[config.mk]
export PLATFORM = sky130hd
export DESIGN_NAME = wl_decoder
export DESIGN_NICKNAME = d
export VERILOG_FILES = /design/src/rtl/wl_decoder.sv
export SDC_FILE = /design/constraint.sdc
export NUM_CORES = 1
export LEC_CHECK = 0
export BUFFER_PORTS_ARGS = -buffer_cell sky130_fd_sc_hd__buf_2
export CAP_MARGIN = 20
export CORE_UTILIZATION = 49
export DETAILED_ROUTE_END_ITERATION = 6
export MAX_ROUTING_LAYER = met4
export PLACE_DENSITY = 0.82
export SLEW_MARGIN = 10
export SYNTH_ARGS = -nofsm -noshare
export SYNTH_HDL_FRONTEND = slang
export SYNTH_SLANG_ARGS = --single-unit
[constraint.sdc]
create_clock -name clk_i -period 2.2 [get_ports clk_i]
set_input_delay 0.22 -clock clk_i [delete_from_list [all_inputs] [get_ports clk_i]]
set_output_delay 0.22 -clock clk_i [all_outputs]
set_load 0.01 [all_outputs]
[src/rtl/wl_decoder.sv]
// Word-line decoder: registered one-hot row select with single-row and sweep modes.
// Sweep mode, abort_i, busy_o and done_o are enabled by defining WL_DEC_SWEEP_EN.
module wl_decoder #(
  parameter int ADDR_W   = 5,
  parameter int NUM_ROWS = 32
) (
  input  logic                clk_i,
  input  logic                rst_ni,
  input  logic                req_valid_i,
  output logic                req_ready_o,
  input  logic                req_mode_i,
  input  logic [ADDR_W-1:0]   req_addr_i,
  input  logic                abort_i,
  output logic [NUM_ROWS-1:0] wl_o,
  output logic                wl_valid_o,
  output logic                busy_o,
  output logic                done_o,
  output logic                err_o
);

  localparam logic [ADDR_W:0] LP_NUM_ROWS = NUM_ROWS[ADDR_W:0];

  logic [NUM_ROWS-1:0] r_wl;
  logic                r_wl_valid;
  logic                r_done;
  logic                r_err;
  logic                w_wl_valid_next;
  logic                w_done_next;
  logic                w_err_next;
  logic [ADDR_W-1:0]   w_sel_row;
  logic [NUM_ROWS-1:0] w_onehot;
  logic                w_accept;
  logic                w_addr_bad;

`ifdef WL_DEC_SWEEP_EN
  localparam int              LP_LAST_INT = NUM_ROWS - 1;
  localparam logic [ADDR_W-1:0] LP_LAST_ROW = LP_LAST_INT[ADDR_W-1:0];

  typedef enum logic {ST_IDLE = 1'b0, ST_SWEEP = 1'b1} state_t;

  state_t            r_state;
  state_t            w_state_next;
  logic [ADDR_W-1:0] r_row;
  logic [ADDR_W-1:0] w_row_next;

  // Ready is forced high while in reset; acceptance is still blocked by rst_ni.
  assign req_ready_o = (r_state == ST_IDLE) | ~rst_ni;
  assign busy_o      = (r_state == ST_SWEEP);
`else
  logic w_unused_abort;

  assign w_unused_abort = abort_i;
  assign req_ready_o    = 1'b1;
  assign busy_o         = 1'b0;
`endif

  assign w_accept   = req_valid_i & req_ready_o & rst_ni;
  assign w_addr_bad = ({1'b0, req_addr_i} >= LP_NUM_ROWS);

  always_comb begin
    w_sel_row       = req_addr_i;
    w_wl_valid_next = 1'b0;
    w_done_next     = 1'b0;
    w_err_next      = 1'b0;
`ifdef WL_DEC_SWEEP_EN
    w_state_next    = r_state;
    w_row_next      = r_row;
    case (r_state)
      ST_IDLE: begin
        if (w_accept) begin
          if (w_addr_bad) begin
            w_err_next = 1'b1;
          end else begin
            w_wl_valid_next = 1'b1;
            if (req_mode_i) begin
              w_state_next = ST_SWEEP;
              w_row_next   = req_addr_i;
              w_done_next  = (req_addr_i == LP_LAST_ROW);
            end
          end
        end
      end
      ST_SWEEP: begin
        // Abort is checked first so it also cancels the last row.
        if (abort_i || (r_row == LP_LAST_ROW)) begin
          w_state_next = ST_IDLE;
        end else begin
          w_row_next      = r_row + 1'b1;
          w_sel_row       = w_row_next;
          w_wl_valid_next = 1'b1;
          w_done_next     = (w_row_next == LP_LAST_ROW);
        end
      end
      default: w_state_next = ST_IDLE;
    endcase
`else
    if (w_accept) begin
      if (w_addr_bad || req_mode_i) begin
        w_err_next = 1'b1;
      end else begin
        w_wl_valid_next = 1'b1;
      end
    end
`endif
  end

  generate
    for (genvar gi = 0; gi < NUM_ROWS; gi++) begin : g_onehot
      localparam int LP_IDX = gi;
      assign w_onehot[gi] = w_wl_valid_next && (w_sel_row == LP_IDX[ADDR_W-1:0]);
    end
  endgenerate

  always_ff @(posedge clk_i) begin
    if (!rst_ni) begin
      r_wl       <= '0;
      r_wl_valid <= 1'b0;
      r_done     <= 1'b0;
      r_err      <= 1'b0;
    end else begin
      r_wl       <= w_onehot;
      r_wl_valid <= w_wl_valid_next;
      r_done     <= w_done_next;
      r_err      <= w_err_next;
    end
  end

`ifdef WL_DEC_SWEEP_EN
  always_ff @(posedge clk_i) begin
    if (!rst_ni) begin
      r_state <= ST_IDLE;
      r_row   <= '0;
    end else begin
      r_state <= w_state_next;
      r_row   <= w_row_next;
    end
  end
`endif

  assign wl_o       = r_wl;
  assign wl_valid_o = r_wl_valid;
  assign done_o     = r_done;
  assign err_o      = r_err;

endmodule
# Yosys cells after proc, flatten, opt, wreduce, memory -nomap -nowiden
# Cells that the tools add are included.
[classes]
n_eq_ne = 31
reduce_logical = 34
n_bitwise = 1
mux = 3
[op_table]
columns = ["op", "count"]
rows = [
  ["5-bit equality test (second input constant)", 16],
  ["5-bit by 4-bit equality test with 1-bit output (second input constant)", 8],
  ["1-bit logical AND", 32],
  ["5-bit by 3-bit equality test with 1-bit output (second input constant)", 4],
  ["5-bit by 2-bit equality test with 1-bit output (second input constant)", 2],
  ["5-bit by 1-bit equality test with 1-bit output (second input constant)", 1],
  ["5-bit zero test", 1],
  ["1-bit 2-to-1 mux", 3],
  ["2-bit AND reduction", 1],
  ["1-bit bitwise AND", 1],
]
[totals]
output_inout_bits = 37
regBits = 34
wordCells = 72
inputBits = 10

# Depth between registers and ports, before layout
[logic_depth]
depth_word = 3
depth_mapped = 4
mapped_depth_nobuf = 2

# Worst setup path after synthesis
# OpenSTA, ideal clock, no wires.
[synth_path]
kind = "input-to-reg"
start = "input req_addr_i[0]"
end = "register r_wl[0] (netlist: wl_o[0])"
setup_time_ps = 88
path_slack_ps = 1292
t_required_ps = 2112
cell_stages = 3
path_buffers = 1
arrival_time_ps = 820
cell_sequence = "or2_2 -> buf_6 -> nor4_4"
[synth_between]
elab_chain_len = 2
[synth_lines]
columns = ["element", "line_no", "rtl"]
rows = [
  ["start, declared", "12", "input logic [ADDR_W-1:0] req_addr_i,"],
  ["5-bit zero test", "110", "assign w_onehot[gi] = w_wl_valid_next && (w_sel_row == LP_IDX[ADDR_W-1:0]);"],
  ["1-bit logical AND", "110", ""],
  ["end signal, assigned", "121", "r_wl <= w_onehot;"],
  ["end, declared", "23", "logic [NUM_ROWS-1:0] r_wl;"],
]
# Every way passes these cells.
# A chain may end at the register's enable or synchronous reset.

# Worst setup path in the final report
[layout_path]
start = "register r_wl[23] (netlist: wl_o[23])"
end = "output wl_o[23]"
[layout_rtl]
columns = ["element", "line_no", "rtl"]
rows = [
  ["end, declared", "14", "output logic [NUM_ROWS-1:0] wl_o,"],
]
# No word-level cell between the ends.

==> impl_results.md <==
- Drt initial violations: 15
- Worst endpoint required time: 1.98 ns
- Die Y: between 50 and 60 um
- Hold Crit Class: input port to flop
- Final nets: around 140
- Most frequent cells in the layout: 42 x buf_2, 34 x dfxtp_1, 18 x nor3_1
- Number of I/O port buffers: 42
- CTS sink count: 34
- Mapped Cells: 95
- Seq cells post-synth: 34
- Number of global-route vias before repair: between 600 and 700
- Clock Path Buffers: 2
- Slowest stage cell, crit path: dfxtp_1
- Worst slack, placed: roughly 1.1 ns
- Grt ovf: 0
- Hold Crit Start: req_mode_i
- Die area: between 0.002 and 0.003 mm^2
- Post-layout util: 0.6117
- PwrDens: 758.0 mW/mm^2
- Clock Pin Slew Worst Setup and Hold Paths: approximately 0.09 ns
- Initial antenna violation count: 0
- VDD IR-drop max: around 0.38 mV
- Post-Route Setup TNS: 0 ns
- Post-CTS Setup Bufs: 0
- Fmax: 0.9860 GHz
- Crit end category: output pin
- DRT antenna net count: 0
- Avg Cell Area, Syn: around 12 um^2
- Vias per cell: approximately 4.8
- Area Overhead vs Synth: 18.61%
- Register area share after synthesis: 0.6024
- Crit Path Category: flop to output pin
- Final-layout fill cell count: roughly 180
- Crit-path leading delay family: flip-flops
- Leakage power: between 0.6 and 0.7 nW
- Max stage delay on crit path: 0.34 ns
- Post-DP HPWL: about 1400 um
- H-tree depth: 2
- Maxcap violations: 0
- 1st-pass router iterations: 4
- Final GP Congestion: around 0.72
- Worst setup startpoint: wl_o[23]$_SDFF_PN0_
- Starting Density: 0.5157
- CTS tree: yes
- Critical path peak fanout: 1
- DR WL/cell: between 10 and 15 um
- Antenna Cells: 0
- CTS Buf Count: 5
- Rows: 17
- Status: finished clean
- Worst EP arrival: ~0.79 ns
- CP startpoint kind: flop
- Gr usage total: 0.1858
- Final period utilization: 0.4610
- WL final: around 1900 um
- Final setup fails: 0
- Total number of vias: between 700 and 800
- CP Buf/Inv Count: 1
- Cts hold-fix bufs: 0
- First-pass GRT wire length: roughly 3200 um
- Fin. Hold Viols: 0
- Core Area: 0.002191 mm^2
- Commonest non-fill, non-tap cell in the layout: buf_2
- Critical path cell sequence: buf_2
- Yosys warns: 0
- Fin. max-slew vios: 0
- Hold Slack: slightly below 0.09 ns
- Syn Std Cell Area: between 0.001 and 0.0015 mm^2
- Cell variety after synth: 20
- Unrepaired setup endpoints after global routing: false
- Share of layout cells above drive strength 1: 0.4741
- Final WS setup: about 1.2 ns
- Root buffer cell: clkbuf_4
- Minimum clock period: a little over 1 ns
- DRC: 0
- Largest net degree at the start of global routing: 17
- IO Pins: 47
- Post-cts gate resize count: 0
- Die Wd: about 50 um
power by group:
| group | total (mW) | internal, mW | switching, mW | leakage (nW) |
|---|---|---|---|---|
| sequential | 0.619 | 0.618 | 0.000864 | 0.274 |
| combinational | 0.0602 | 0.0163 | 0.0439 | 0.297 |
| clock | 0.337 | 0.155 | 0.182 | 0.0353 |
| total | 1.02 | 0.789 | 0.227 | 0.606 |
synth_stat cells:
cell type	instances	area [um^2]
nand4_1	1	6.260
nand4bb_1	1	11.26
nor4_4	1	21.27
nor3_2	9	90.09
clkbuf_1	3	11.26
nand4b_2	1	15.01
buf_6	4	45.04
buf_12	1	20.02
nor3_1	18	90.09
nand2_1	3	11.26
or2_2	1	6.260
nand2b_1	5	31.28
nor2_1	1	3.750
or2_1	1	6.260
and3_2	1	7.510
conb_1	2	7.510
nor4_1	3	18.77
nor3_4	1	16.27
buf_4	4	30.03
dfxtp_1	34	680.7
stage by stage:
stage               power, mW  area, um^2  std cells
detailed placement     0.6932        1280        155
finish                  1.016        1340        163
global route            1.074        1340        163
CTS                     1.028        1340        163
floorplan              0.6862        1134         96
global placement       0.6910        1280        155
flip-flops by register name (all words and copies together) (netlist names):
signal,cells
wl_o,32
err_o,1
wl_valid_o,1
cell families (layout without fill, tap and decap cells):
logic type,after synthesis,count (layout),synth area share
other,2,3,0.006647
buffers and inverters,12,51,0.09413
flip-flops,34,34,0.6024
AND/OR/NAND/NOR,47,47,0.2968
path summary, 6_finish.rpt:
check	end	cells after the start	slack [ns]
worst min-delay path	wl_valid_o$_SDFF_PN0_	2	0.09
worst max-delay path	wl_o[23]	1	1.19
cell type report:
class	instances	area, um^2	area share
Clock buffer	7	55.05	0.04108
Clock inverter	1	5.005	0.003735
Multi-Input combinational cell	50	346.6	0.2586
Sequential cell	34	680.7	0.5079
Tap cell	28	35.03	0.02614
Timing Repair Buffer	43	217.7	0.1625
metal layers:
layer	routed length (um)	vias up	track usage
met1	841	351	0.2201
met3	107	5	0.07407
met4	38	0	0.1048
met5	0	-	-
li1	-	393	-
met2	960	30	0.2644
Note: power is estimated with default switching activity, not from simulation.
